<file path="config.mk">
export PLATFORM = sky130hd
export DESIGN_NAME = vga_sync_gen
export DESIGN_NICKNAME = d
export VERILOG_FILES = /design/src/rtl/vga_sync_gen.sv
export SDC_FILE = /design/constraint.sdc
export NUM_CORES = 1
export LEC_CHECK = 0
export BUFFER_PORTS_ARGS = -buffer_cell sky130_fd_sc_hd__buf_4
export CAP_MARGIN = 20
export CORE_UTILIZATION = 58
export DETAILED_ROUTE_END_ITERATION = 8
export PLACE_DENSITY = 0.83
export SYNTH_ARGS = -nofsm -noshare
export SYNTH_HDL_FRONTEND = slang
export SYNTH_SLANG_ARGS = --single-unit
</file>
<file path="constraint.sdc">
create_clock -name clk -period 3.6 [get_ports clk]
set_input_delay 0.36 -clock clk [delete_from_list [all_inputs] [get_ports clk]]
set_output_delay 0.36 -clock clk [all_outputs]
set_load 0.1 [all_outputs]
</file>
<file path="src/rtl/vga_sync_gen.sv">
// VGA raster timing generator: free-running pixel/line counters with zero-skew
// registered sync pins, active-video flag and single-clock line/frame strobes.
module vga_sync_gen #(
  parameter int H_ACTIVE = 640,
  parameter int H_FP     = 16,
  parameter int H_SYNC   = 96,
  parameter int H_BP     = 48,
  parameter int V_ACTIVE = 480,
  parameter int V_FP     = 10,
  parameter int V_SYNC   = 2,
  parameter int V_BP     = 33,
  parameter int CLK_DIV  = 1,
  parameter bit SYNC_POL = 1'b0
) (
  input  logic       clk,
  input  logic       clr,
  output logic [9:0] VGAx,
  output logic [9:0] VGAy,
  output logic       hsync,
  output logic       vsync,
  output logic       active,
  output logic       pix_ce,
  output logic       line_tick,
  output logic       frame_tick
);

  localparam int H_TOTAL = H_ACTIVE + H_FP + H_SYNC + H_BP;
  localparam int V_TOTAL = V_ACTIVE + V_FP + V_SYNC + V_BP;
  localparam int DIV_W   = (CLK_DIV > 1) ? $clog2(CLK_DIV) : 1;

  if (H_TOTAL > 1024 || H_TOTAL < 1) begin : g_bad_h_total
    $error("vga_sync_gen: H_TOTAL must be in 1..1024");
  end
  if (V_TOTAL > 1024 || V_TOTAL < 1) begin : g_bad_v_total
    $error("vga_sync_gen: V_TOTAL must be in 1..1024");
  end
  if (CLK_DIV < 1) begin : g_bad_clk_div
    $error("vga_sync_gen: CLK_DIV must be >= 1");
  end

  localparam logic [9:0]       X_LAST   = 10'(H_TOTAL - 1);
  localparam logic [9:0]       Y_LAST   = 10'(V_TOTAL - 1);
  localparam logic [9:0]       Y_FRAME  = 10'(V_ACTIVE - 1);
  // 11-bit bounds so a sync window ending exactly at 1024 still compares correctly
  localparam logic [10:0]      X_ACT    = 11'(H_ACTIVE);
  localparam logic [10:0]      HS_ON    = 11'(H_ACTIVE + H_FP);
  localparam logic [10:0]      HS_OFF   = 11'(H_ACTIVE + H_FP + H_SYNC);
  localparam logic [10:0]      Y_ACT    = 11'(V_ACTIVE);
  localparam logic [10:0]      VS_ON    = 11'(V_ACTIVE + V_FP);
  localparam logic [10:0]      VS_OFF   = 11'(V_ACTIVE + V_FP + V_SYNC);
  localparam logic [DIV_W-1:0] DIV_LAST = DIV_W'(CLK_DIV - 1);

  logic [DIV_W-1:0] div;
  logic [DIV_W-1:0] div_nxt;
  logic [9:0]       x_nxt;
  logic [9:0]       y_nxt;
  logic             x_wrap;
  logic             y_wrap;
  logic             hsync_nxt;
  logic             vsync_nxt;
  logic             active_nxt;
  logic             pix_ce_nxt;
  logic             line_nxt;
  logic             frame_nxt;

  always_comb begin
    div_nxt    = (div == DIV_LAST) ? '0 : div + DIV_W'(1);
    pix_ce_nxt = (div_nxt == DIV_LAST);
  end

  // Next beam position; syncs and strobes are derived from it so every
  // registered output lines up with the coordinates on the same edge.
  always_comb begin
    x_wrap = (VGAx == X_LAST);
    y_wrap = (VGAy == Y_LAST);
    x_nxt  = VGAx;
    y_nxt  = VGAy;
    if (pix_ce) begin
      if (x_wrap) begin
        x_nxt = '0;
        y_nxt = y_wrap ? '0 : VGAy + 10'd1;
      end else begin
        x_nxt = VGAx + 10'd1;
      end
    end
  end

  always_comb begin
    hsync_nxt  = ({1'b0, x_nxt} >= HS_ON && {1'b0, x_nxt} < HS_OFF) ? SYNC_POL : ~SYNC_POL;
    vsync_nxt  = ({1'b0, y_nxt} >= VS_ON && {1'b0, y_nxt} < VS_OFF) ? SYNC_POL : ~SYNC_POL;
    active_nxt = ({1'b0, x_nxt} < X_ACT) && ({1'b0, y_nxt} < Y_ACT);
    line_nxt   = pix_ce && x_wrap;
    frame_nxt  = pix_ce && x_wrap && (VGAy == Y_FRAME);
  end

  always_ff @(posedge clk or posedge clr) begin
    if (clr) begin
      div        <= '0;
      VGAx       <= '0;
      VGAy       <= '0;
      hsync      <= ~SYNC_POL;
      vsync      <= ~SYNC_POL;
      active     <= 1'b1;
      pix_ce     <= 1'b0;
      line_tick  <= 1'b0;
      frame_tick <= 1'b0;
    end else begin
      div        <= div_nxt;
      VGAx       <= x_nxt;
      VGAy       <= y_nxt;
      hsync      <= hsync_nxt;
      vsync      <= vsync_nxt;
      active     <= active_nxt;
      pix_ce     <= pix_ce_nxt;
      line_tick  <= line_nxt;
      frame_tick <= frame_nxt;
    end
  end

endmodule

</file>
==> run_results.csv <==
group,metric,value,unit
timing,final.setup.tns,0,ns
route,drc,0,
cells_and_area,num_antenna_cells,0,
setup_path,reg2reg_to,"vsync$_DFF_PP1_",
setup_path,critPathKind,"register to register",
global_route,grt_max_degree,27,
setup_path,cp.arrival,2.38,ns
clock_tree,cts_tree,"yes",
logic_synthesis,muxShareOfSynthArea,0.0215,
logic_synthesis,synth_seq_cells,26,
global_route,grt_pass1_wl,4.90,mm
setup_path,endpoint_kind,"register",
floorplan,die_h,52.0,um
power_and_ir_drop,p_leak,0.000710,uW
setup_path,reg2reg_from,"VGAx[0]$_DFF_PP0_",
timing,finalCritPeriodShare,0.584,
route,ant_nets,0,
floorplan,start_util,0.638,
clock_tree,clockBufferDepth,2,
setup_path,cp-start-kind,"register",
route,drt_iter0_drc,30,
route,first_pass_iters,4,
clock_tree,cts_sinks,26,
power_and_ir_drop,powerDensity,547,nW/um2
route,route.vias.total,1204,
logic_synthesis,yosys-top-cells-area,"dfrtp_1, dfstp_2, nand2_1",
logic_synthesis,synth_edf_count,0,
logic_synthesis,synth_compound_area_frac,0.133,
route,routed_wl,3.10,mm
cells_and_area,syn_to_final_growth,18.4,%
route,wire_per_inst,15.5,um
setup_path,r2r_setup_slack,1.50,ns
logic_synthesis,synth_top_family_by_area,"simple AND/OR/NAND/NOR gates",
floorplan,die_x,52.0,um
setup_path,path_max_fanout,12,
clock_tree,ctsResizeCount,0,
cells_and_area,instances_no_fill,200,
logic_synthesis,synth.avg_cell_area,9.88,um2
cells_and_area,drive_gt1_frac,0.267,
logic_synthesis,synth_area_leader_cell,"dfrtp_1",
clock_tree,ctsHoldBuffers,0,
setup_path,timing.critical_path.from,"VGAx[0]$_DFF_PP0_",
outcome,status,"complete, but fails checks",
timing,fin_crit,2.10,ns
logic_synthesis,async_reset_ff_frac,1.00,
logic_synthesis,ys_seq_area_frac,0.450,
floorplan,fp.coreArea,2280,um2
cells_and_area,nets,178,
logic_synthesis,synthesis.instances,147,
logic_synthesis,synth_fp_nets,152,
cells_and_area,fin_area,1720,um2
logic_synthesis,yosysTopAreaCellShare,0.396,
logic_synthesis,ys_types,49,
logic_synthesis,synth_adder_area_share,0.0258,
logic_synthesis,yosysWarnings,0,
cells_and_area,utilization,0.756,
setup_path,r2r_cells,7,
clock_tree,cts_buffers,3,
global_route,grt_pass1_vias,1006,
power_and_ir_drop,total_power,942,uW
clock_tree,post_cts.repair.setup_buffers,0,
logic_synthesis,yosys.area_share.simple,0.257,
timing,rsz0062_at_grt,"false",
outcome,violations,"negative hold slack",
logic_synthesis,synthXorXnorAreaFrac,0.0603,
clock_tree,cts_root_buf,"clkbuf_4",
job,cap_violations,0,
clock_tree,clk_pin_slew_worst_paths,0.15,ns
timing,fmax,476,MHz
placed_design,dp_hpwl,2.20,mm
clock_tree,insertion_delay,0.34,ns
timing,hold_viol,2,
timing,setup_viol,0,
worst_hold_path,hold_class,"input pin to asynchronous set/reset pin",
global_route,overflow,0,
power_and_ir_drop,ir_worst_vdd,0.00104,V
timing,fin_skew,0.0166,ns
floorplan,io_pins,28,
floorplan,die_area,2710,um2
placed_design,place_congestion,0.853,
global_route,grt_usage,0.252,
logic_synthesis,syn-cell-area,1450,um2
timing,hold_slack,-0.0105,ns
route,drt-vias-per-instance,6.02,
placed_design,place_area,1660,um2
global_route,antenna_found_initial,0,
setup_path,critical_path.endpoint,"vsync$_DFF_PP1_",
clock_tree,ctsHtreeMaxLevel,1,
timing,drv_slew,0,
logic_synthesis,yosys_most_used_dff,"dfrtp_1",
placed_design,io_buffers,27,
floorplan,rows,17,
placed_design,dp_cells,195,
setup_path,required,3.88,ns
==> sequential cells by signal, indices dropped and copies added, names as in the netlist <==
register,count
line_tick,1
frame_tick,1
VGAx,10
pix_ce,1
VGAy,10
vsync,1
active,1
hsync,1
==> placed cells by master (no fill, tap or decap), types with 2 or more instances in the layout <==
master / n
a21oi_1: 2
a21oi_2: 2
buf_4: 27
clkbuf_4: 3
dfrtp_1: 23
dfstp_2: 3
ha_1: 3
inv_1: 8
mux2i_1: 2
nand2_1: 15
nand3_1: 8
nand3b_1: 2
nand4_1: 6
nand4b_1: 4
nor2_1: 5
nor3_1: 3
nor4_1: 4
o21ai_0: 9
o31ai_1: 3
or4_1: 2
xnor2_1: 6
xor2_1: 4
==> where the power goes <==
part / total, uW / switching [uW] / internal, uW
Sequential: 380 / 53.9 / 326
Clock: 152 / 90.2 / 62.0
Combinational: 410 / 321 / 89.2
==> worst max-delay path: stages (launching register included) <==
cell and delay (ns):
dfrtp_1 0.43, ha_1 0.27, nand2_1 0.11, or3_4 0.49, clkinv_4 0.10, nand2_1 0.11, o31ai_1 0.35, nand4b_1 0.19
==> Yosys cell counts, types with 4 or more instances <==
| library cell | count |
|---|---|
| o21ai_0 | 9 |
| nand3_1 | 8 |
| xnor2_1 | 6 |
| nor2_1 | 5 |
| nor4_1 | 4 |
| xor2_1 | 4 |
| nand4_1 | 6 |
| inv_1 | 8 |
| nand4b_1 | 4 |
| dfrtp_1 | 23 |
| nand2_1 | 15 |
==> worst min-delay path by stage <==
stage / from / endpoint / slack (ns) / cells past startpoint
floorplan: clr / VGAx[0]$_DFF_PP0_ / 0.40 / 1
global placement: VGAx[1]$_DFF_PP0_ / VGAx[1]$_DFF_PP0_ / 0.55 / 2
finish: clr / VGAy[2]$_DFF_PP0_ / -0.01 / 2
CTS: clr / VGAy[4]$_DFF_PP0_ / 0.26 / 2
detailed placement: VGAy[8]$_DFF_PP0_ / VGAy[8]$_DFF_PP0_ / 0.56 / 1
global route: clr / VGAy[4]$_DFF_PP0_ / 0.01 / 2
==> area by class of cell <==
class	instances	area, um2
sequential	26	654
timing repair buffer	28	230
multi-input combinational	105	726
tap	28	35.0
inverter	9	38.8
fill	167	556
clock buffer	4	36.3
==> cell families (layout without fill, tap and decap cells) <==
logic type                 Yosys count  in the layout
xor gates and xnor gates            10             10
other                                1              1
DFF                                 26             26
adders and majority gates            3              3
muxes                                3              3
AOI/OAI and AO/OA                   27             27
and+or+nand+nor                     61             61
buffers and inverters               16             41
==> metal layers <==
layer  GRT usage  part of all wire  wire [um]  vias to the layer above
met4      0.0946             0.017         54                        0
met1       0.374              0.47       1450                      563
li1            -                 -          -                      588
met5           0                 0          0                        -
met2       0.372              0.45       1400                       46
met3      0.0351             0.062        193                        7
==> stage by stage <==
step	setup slack, ns	hold slack (ns)
floorplan	0.970	0.398
global placement	1.61	0.551
detailed placement	1.53	0.558
CTS	1.51	0.257
global route	1.26	0.0143
finish	1.50	-0.0105
Power figures use the tool's default switching activity.
